$ cat config.mk
export PLATFORM = sky130hd
export DESIGN_NAME = mdu_issue_ctrl
export DESIGN_NICKNAME = d
export VERILOG_FILES = /design/src/rtl/mdu_pkg.sv /design/src/rtl/mdu_special_case.sv /design/src/rtl/mdu_issue_ctrl.sv
export SDC_FILE = /design/constraint.sdc
export NUM_CORES = 1
export LEC_CHECK = 0
export ABC_AREA = 1
export ABC_CLOCK_PERIOD_IN_PS = 2600
export CAP_MARGIN = 5
export CORE_ASPECT_RATIO = 0.5
export CORE_MARGIN = 2
export CORE_UTILIZATION = 40
export DETAILED_ROUTE_END_ITERATION = 10
export GPL_ROUTABILITY_DRIVEN = 0
export PLACE_DENSITY = 0.76
export SYNTH_ARGS = -nofsm -noshare
export SYNTH_HDL_FRONTEND = slang
export SYNTH_SLANG_ARGS = --single-unit
$ cat constraint.sdc
create_clock -name clk -period 2.6 [get_ports clk]
set_clock_uncertainty 0.15 [all_clocks]
set_input_delay 0.65 -clock clk [delete_from_list [all_inputs] [get_ports clk]]
set_output_delay 0.65 -clock clk [all_outputs]
set_load 0.02 [all_outputs]
$ cat src/rtl/mdu_pkg.sv
// rtl/mdu_pkg.sv - shared op codes, state encoding and constants for the MDU issue controller
package mdu_pkg;

  localparam int MDU_XLEN = 32;

  typedef enum logic [2:0] {
    MDU_MUL    = 3'd0,
    MDU_MULH   = 3'd1,
    MDU_MULHSU = 3'd2,
    MDU_MULHU  = 3'd3,
    MDU_DIV    = 3'd4,
    MDU_DIVU   = 3'd5,
    MDU_REM    = 3'd6,
    MDU_REMU   = 3'd7
  } mdu_op_e;

  localparam logic [1:0] ST_IDLE = 2'd0;
  localparam logic [1:0] ST_RUN  = 2'd1;
  localparam logic [1:0] ST_HOLD = 2'd2;

  localparam logic [MDU_XLEN-1:0] MDU_INT_MIN = 32'h8000_0000;

endpackage

$ cat src/rtl/mdu_special_case.sv
// rtl/mdu_special_case.sv - divide-by-zero and signed-overflow results resolved without the unit
module mdu_special_case
  import mdu_pkg::*;
#(
  parameter int XLEN = MDU_XLEN
) (
  input  logic [2:0]      i_op,
  input  logic [XLEN-1:0] i_a,
  input  logic [XLEN-1:0] i_b,
  output logic            o_is_special,
  output logic [XLEN-1:0] o_special_result
);

  logic w_b_zero;
  logic w_ovf;

  assign w_b_zero = (i_b == '0);
  assign w_ovf    = (i_a == MDU_INT_MIN) && (i_b == '1);

  always_comb begin
    o_is_special     = 1'b0;
    o_special_result = '0;
    case (i_op)
      MDU_DIV: begin
        if (w_b_zero) begin
          o_is_special     = 1'b1;
          o_special_result = '1;
        end else if (w_ovf) begin
          o_is_special     = 1'b1;
          o_special_result = MDU_INT_MIN;
        end
      end
      MDU_DIVU: begin
        if (w_b_zero) begin
          o_is_special     = 1'b1;
          o_special_result = '1;
        end
      end
      MDU_REM: begin
        if (w_b_zero) begin
          o_is_special     = 1'b1;
          o_special_result = i_a;
        end else if (w_ovf) begin
          o_is_special     = 1'b1;
          o_special_result = '0;
        end
      end
      MDU_REMU: begin
        if (w_b_zero) begin
          o_is_special     = 1'b1;
          o_special_result = i_a;
        end
      end
      default: ;
    endcase
  end

endmodule

$ cat src/rtl/mdu_issue_ctrl.sv
// rtl/mdu_issue_ctrl.sv - issues M-extension ops to the shared iterative unit and writes results back
module mdu_issue_ctrl
  import mdu_pkg::*;
#(
  parameter int XLEN = MDU_XLEN
) (
  input  logic            clk,
  input  logic            rst_n,
  input  logic            req_ID,
  input  logic [2:0]      op_ID,
  input  logic [4:0]      rd_ID,
  input  logic [4:0]      rs1_ID,
  input  logic [4:0]      rs2_ID,
  input  logic            rs1use_ID,
  input  logic            rs2use_ID,
  input  logic            rd_we_ID,
  input  logic [XLEN-1:0] a_ID,
  input  logic [XLEN-1:0] b_ID,
  input  logic            kill_ID,
  output logic            unit_start,
  output logic [2:0]      unit_op,
  output logic [XLEN-1:0] unit_a,
  output logic [XLEN-1:0] unit_b,
  input  logic            unit_done,
  input  logic [XLEN-1:0] unit_result,
  input  logic            wb_free,
  output logic            mdu_wb_en,
  output logic [4:0]      mdu_wb_rd,
  output logic [XLEN-1:0] mdu_wb_data,
  output logic            stall_ID,
  output logic            busy
);

  logic [1:0]      r_state;
  logic [2:0]      r_op;
  logic [4:0]      r_rd;
  logic [XLEN-1:0] r_a;
  logic [XLEN-1:0] r_b;
  logic [XLEN-1:0] r_result;
  logic            r_start;

  logic            w_busy;
  logic            w_hold;
  logic            w_s1;
  logic            w_s2;
  logic            w_s3;
  logic            w_accept;
  logic            w_is_special;
  logic [XLEN-1:0] w_special_result;

  mdu_special_case #(
    .XLEN(XLEN)
  ) u_special (
    .i_op            (op_ID),
    .i_a             (a_ID),
    .i_b             (b_ID),
    .o_is_special    (w_is_special),
    .o_special_result(w_special_result)
  );

  assign w_busy = (r_state != ST_IDLE);
  assign w_hold = (r_state == ST_HOLD);

  // Stall is built only from registered state and ID decode, never from the accept term.
  assign w_s1     = req_ID;
  assign w_s2     = (rs1use_ID && (rs1_ID == r_rd)) || (rs2use_ID && (rs2_ID == r_rd));
  assign w_s3     = rd_we_ID && (rd_ID == r_rd);
  assign stall_ID = w_busy && (w_s1 || w_s2 || w_s3);
  assign w_accept = req_ID && !kill_ID && !stall_ID;

  assign busy        = w_busy;
  assign unit_start  = r_start;
  assign unit_op     = r_op;
  assign unit_a      = r_a;
  assign unit_b      = r_b;
  assign mdu_wb_en   = w_hold && wb_free;
  assign mdu_wb_rd   = w_hold ? r_rd : 5'd0;
  assign mdu_wb_data = w_hold ? r_result : '0;

  always_ff @(posedge clk or negedge rst_n) begin
    if (!rst_n) begin
      r_state  <= ST_IDLE;
      r_op     <= 3'd0;
      r_rd     <= 5'd0;
      r_a      <= '0;
      r_b      <= '0;
      r_result <= '0;
      r_start  <= 1'b0;
    end else begin
      r_start <= 1'b0;
      case (r_state)
        ST_IDLE: begin
          if (w_accept) begin
            r_op <= op_ID;
            r_rd <= rd_ID;
            r_a  <= a_ID;
            r_b  <= b_ID;
            // A write to x0 is architecturally a no-op, so it retires here.
            if (rd_ID != 5'd0) begin
              if (w_is_special) begin
                r_result <= w_special_result;
                r_state  <= ST_HOLD;
              end else begin
                r_state <= ST_RUN;
                r_start <= 1'b1;
              end
            end
          end
        end
        ST_RUN: begin
          if (!r_start && unit_done) begin
            r_result <= unit_result;
            r_state  <= ST_HOLD;
          end
        end
        ST_HOLD: begin
          if (wb_free) begin
            r_state <= ST_IDLE;
          end
        end
        default: r_state <= ST_IDLE;
      endcase
    end
  end

endmodule

==> results by group <==
Global route
  – Vias in the first global route: 5,537
  – First-pass GRT wire length: 27,600 um
  – Grt total ovfl: 0
  – GRT Total Usage: 24.1%
  – Pin count of the biggest net entering global routing: 71
  – Initial antenna violation count: 0

Floorplanning
  – Die H: 86.1 um
  – IO Pins: 231
  – Core area: 12,900 sq um
  – Row Count: 29
  – Die ar.: 14,500 sq um
  – Die width: 168 um
  – Initial Util: 41.7%

Placed design
  – Inst Count DP: 1,065
  – Post-placement cell area: approximately 8000 sq um
  – Half-perimeter wire length after placement: around 13,000 um
  – Input/output buffers: 230

Worst setup path
  – Max FO, Critical Path: 4
  – Slowest-stage cell, CP: dfrtp_1
  – Crit Path Category: reg -> out
  – Critical-path cell list: inv_1, o21ai_1, nor4_1, nand2_1, nand3_1, nor2_1, nor2_1, buf_4
  – Crit. End Element: output port
  – Most used cell along the critical path: nor2_1
  – Worst Reg-to-Reg Cells: 9
  – FF-to-FF setup slack: 660 ps
  – Crit-path max cell delay: 380 ps
  – CP startpoint kind: register
  – Worst Path Arrival: 1780 ps
  – Worst Path Required: 1800 ps

Synth
  – Synthesis-stage register bit count: 107
  – Mapped Area: between 5000 and 6000 sq um
  – Number of cells produced by synthesis: 640
  – Synth warnings: 0
  – Syn avg cell area: 8.43 sq um
  – Area leader, netlist: dfrtp_1
  – Yosys cell types: 22
  – Synth top area share: 49.7%
  – Top cells by area, synth: dfrtp_1 50%, mux2_2 13%, nand2_1 9.8%, nor2_1 9.0%, o21ai_0 4.2%
  – Post-synthesis sequential area ratio: ~50%
  – Post-Syn Nets: 763

Run status
  – Outcome: finished clean

Route
  – Initial DRT Pass Iterations: 4
  – Post-route ant nets: 0
  – Iter 0 DRT Violations: roughly 360
  – WL final: about 18,000 um
  – DR DRC count: 0
  – DR vias/cell: 4.96
  – Via Count: about 5,400
  – Wirelength per Cell: 16.2 um

CTS
  – Cts bufs inserted: 9
  – H-tree Lvls: 3
  – Clock slew at reported path FFs: 70 ps
  – Post-CTS setup buffers: 0
  – Worst-Skew Late Latency: 340 ps
  – TritonCTS clock tree: built
  – Hold-fix buffers, CTS: 0
  – Longest Clk Path Bufs: 2
  – Root buffer cell: clkbuf_16
  – Clock Sinks: 107

STA
  – Hold Violations, Final: 0
  – Worst Tran Pin Value: just over 500 ps
  – Max Freq: 388 MHz
  – Final Max Slew Viols: 0
  – Relative slew slack: 66.1%
  – Period utilization: 99.1%
  – Final setup violation count: 0
  – Post-layout min period: between 2000 and 3000 ps
  – WHS: 113 ps

Layout
  – Non-Filler Instances: 1,082
  – Fin util: 66.3%
  – Antenna cells: 0
  – FILL cells: 1,098
  – # nets final: 1,030
  – Layout cell share with drive strength beyond 1: 16.9%
  – Final instance area: 8570 sq um
  – Area Overhead vs Synth: 58.9%

Pwr
  – Overall Power: 8750 uW
  – VDD IR max: 572 uV
  – Leak pwr: roughly 0.0041 uW
  – PwrDens: 1020 nW/um^2

Job
  – Total of max-cap violations: 0

Min path
  – Worst hold-check path type: in -> async
worst max-delay path, delay by kind of cell, from the launching register on:
kind	cells	cell delay, ps
compound gates	1	100
buf+inv	2	290
flops	1	380
simple gates	5	660
final cells by class:
cell class | instances | area [sq um] | share of cell area [%]
Multi-Input combinational cell | 449 | 2420 | 28.2
Tap cell | 170 | 213 | 2.48
Timing Repair Buffer | 285 | 2750 | 32.0
Inverter | 55 | 206 | 2.41
Clock inverter | 5 | 58.8 | 0.686
Sequential cell | 107 | 2680 | 31.2
Clock buffer | 11 | 253 | 2.95
state kept, by name, indices dropped and copies added, names as in the netlist:
signal and cells:
r_result 32, unit_start 1, unit_a 32, unit_op 3, r_rd 5, unit_b 32, r_state 2
routing by layer:
layer / wire length, um / global-route usage (%) / vias up
li1: - / - / 2585
met1: 7380 / 29.6 / 2569
met2: 8740 / 43.6 / 179
met3: 998 / 4.80 / 31
met4: 387 / 6.82 / 0
met5: 0 / 0 / -
synth_stat cells:
cell	number
dfrtp_1	107
nor3_1	3
mux2_2	63
nand3_1	38
o22ai_1	4
nor4_1	1
nand2_4	2
buf_2	10
o31ai_1	1
nand2_1	141
xor2_1	2
nand4_1	9
nor2_1	130
clkbuf_1	14
inv_1	55
nor2_2	2
buf_4	3
buf_6	3
o211ai_1	1
o21ai_0	45
a21oi_1	4
a221oi_1	2
kinds of logic (layout without fill, tap and decap cells):
kind of cell,Yosys count,after routing,share of synthesized area (%)
AOI/OAI and AO/OA,57,57,5.62
xor gates and xnor gates,2,2,0.325
buffers and inverters,85,356,6.77
DFF,107,107,49.7
muxes,63,63,13.2
and+or+nand+nor,326,327,24.5
path summary, 6_finish.rpt:
check	from	endpoint
max in group asynchronous	rst_n	r_result[29]
setup / recovery	r_rd[3]	stall_ID
hold reg to reg	r_result[26]	r_result[26]
hold / removal	rst_n	unit_b[11]
min in group clk	r_result[26]	r_result[26]
setup reg to reg	r_state[1]	r_result[15]
through the flow:
step                      TNS (ps)  setup slack (ps)
after global routing          -137              -137
final                            0              23.3
after floorplan                  0               352
after global placement       -5410              -561
after detailed placement     -7790              -592
after CTS                     -152              -152
layout by cell type, fill, tap and decap left out, drive strengths merged, types with 3 or more instances in the layout:
cell type / netlist / routed
a21oi: 4 / 4
buf: 16 / 57
clkbuf: 14 / 11
clkdlybuf4s50: 0 / 172
dfrtp: 107 / 107
dlygate4sd2: 0 / 38
dlymetal6s2s: 0 / 18
inv: 55 / 56
mux2: 63 / 63
nand2: 143 / 144
nand3: 38 / 38
nand4: 9 / 9
nor2: 132 / 132
nor3: 3 / 3
o21ai: 45 / 45
o22ai: 4 / 4
what timing repair did:
action,4_1_cts,5_1_grt
gates cloned,0,1
setup endpoints to repair,39,34
pin swaps,0,11
endpoints found under the hold margin,0,0
resized for setup,42,37
report_power, final:
part           internal [uW]  leakage (uW)  switching, uW
clock                    802      0.000148            625
combinational           2070       0.00267           2410
sequential              2440       0.00132            411
(Power assumes the default switching activity.)
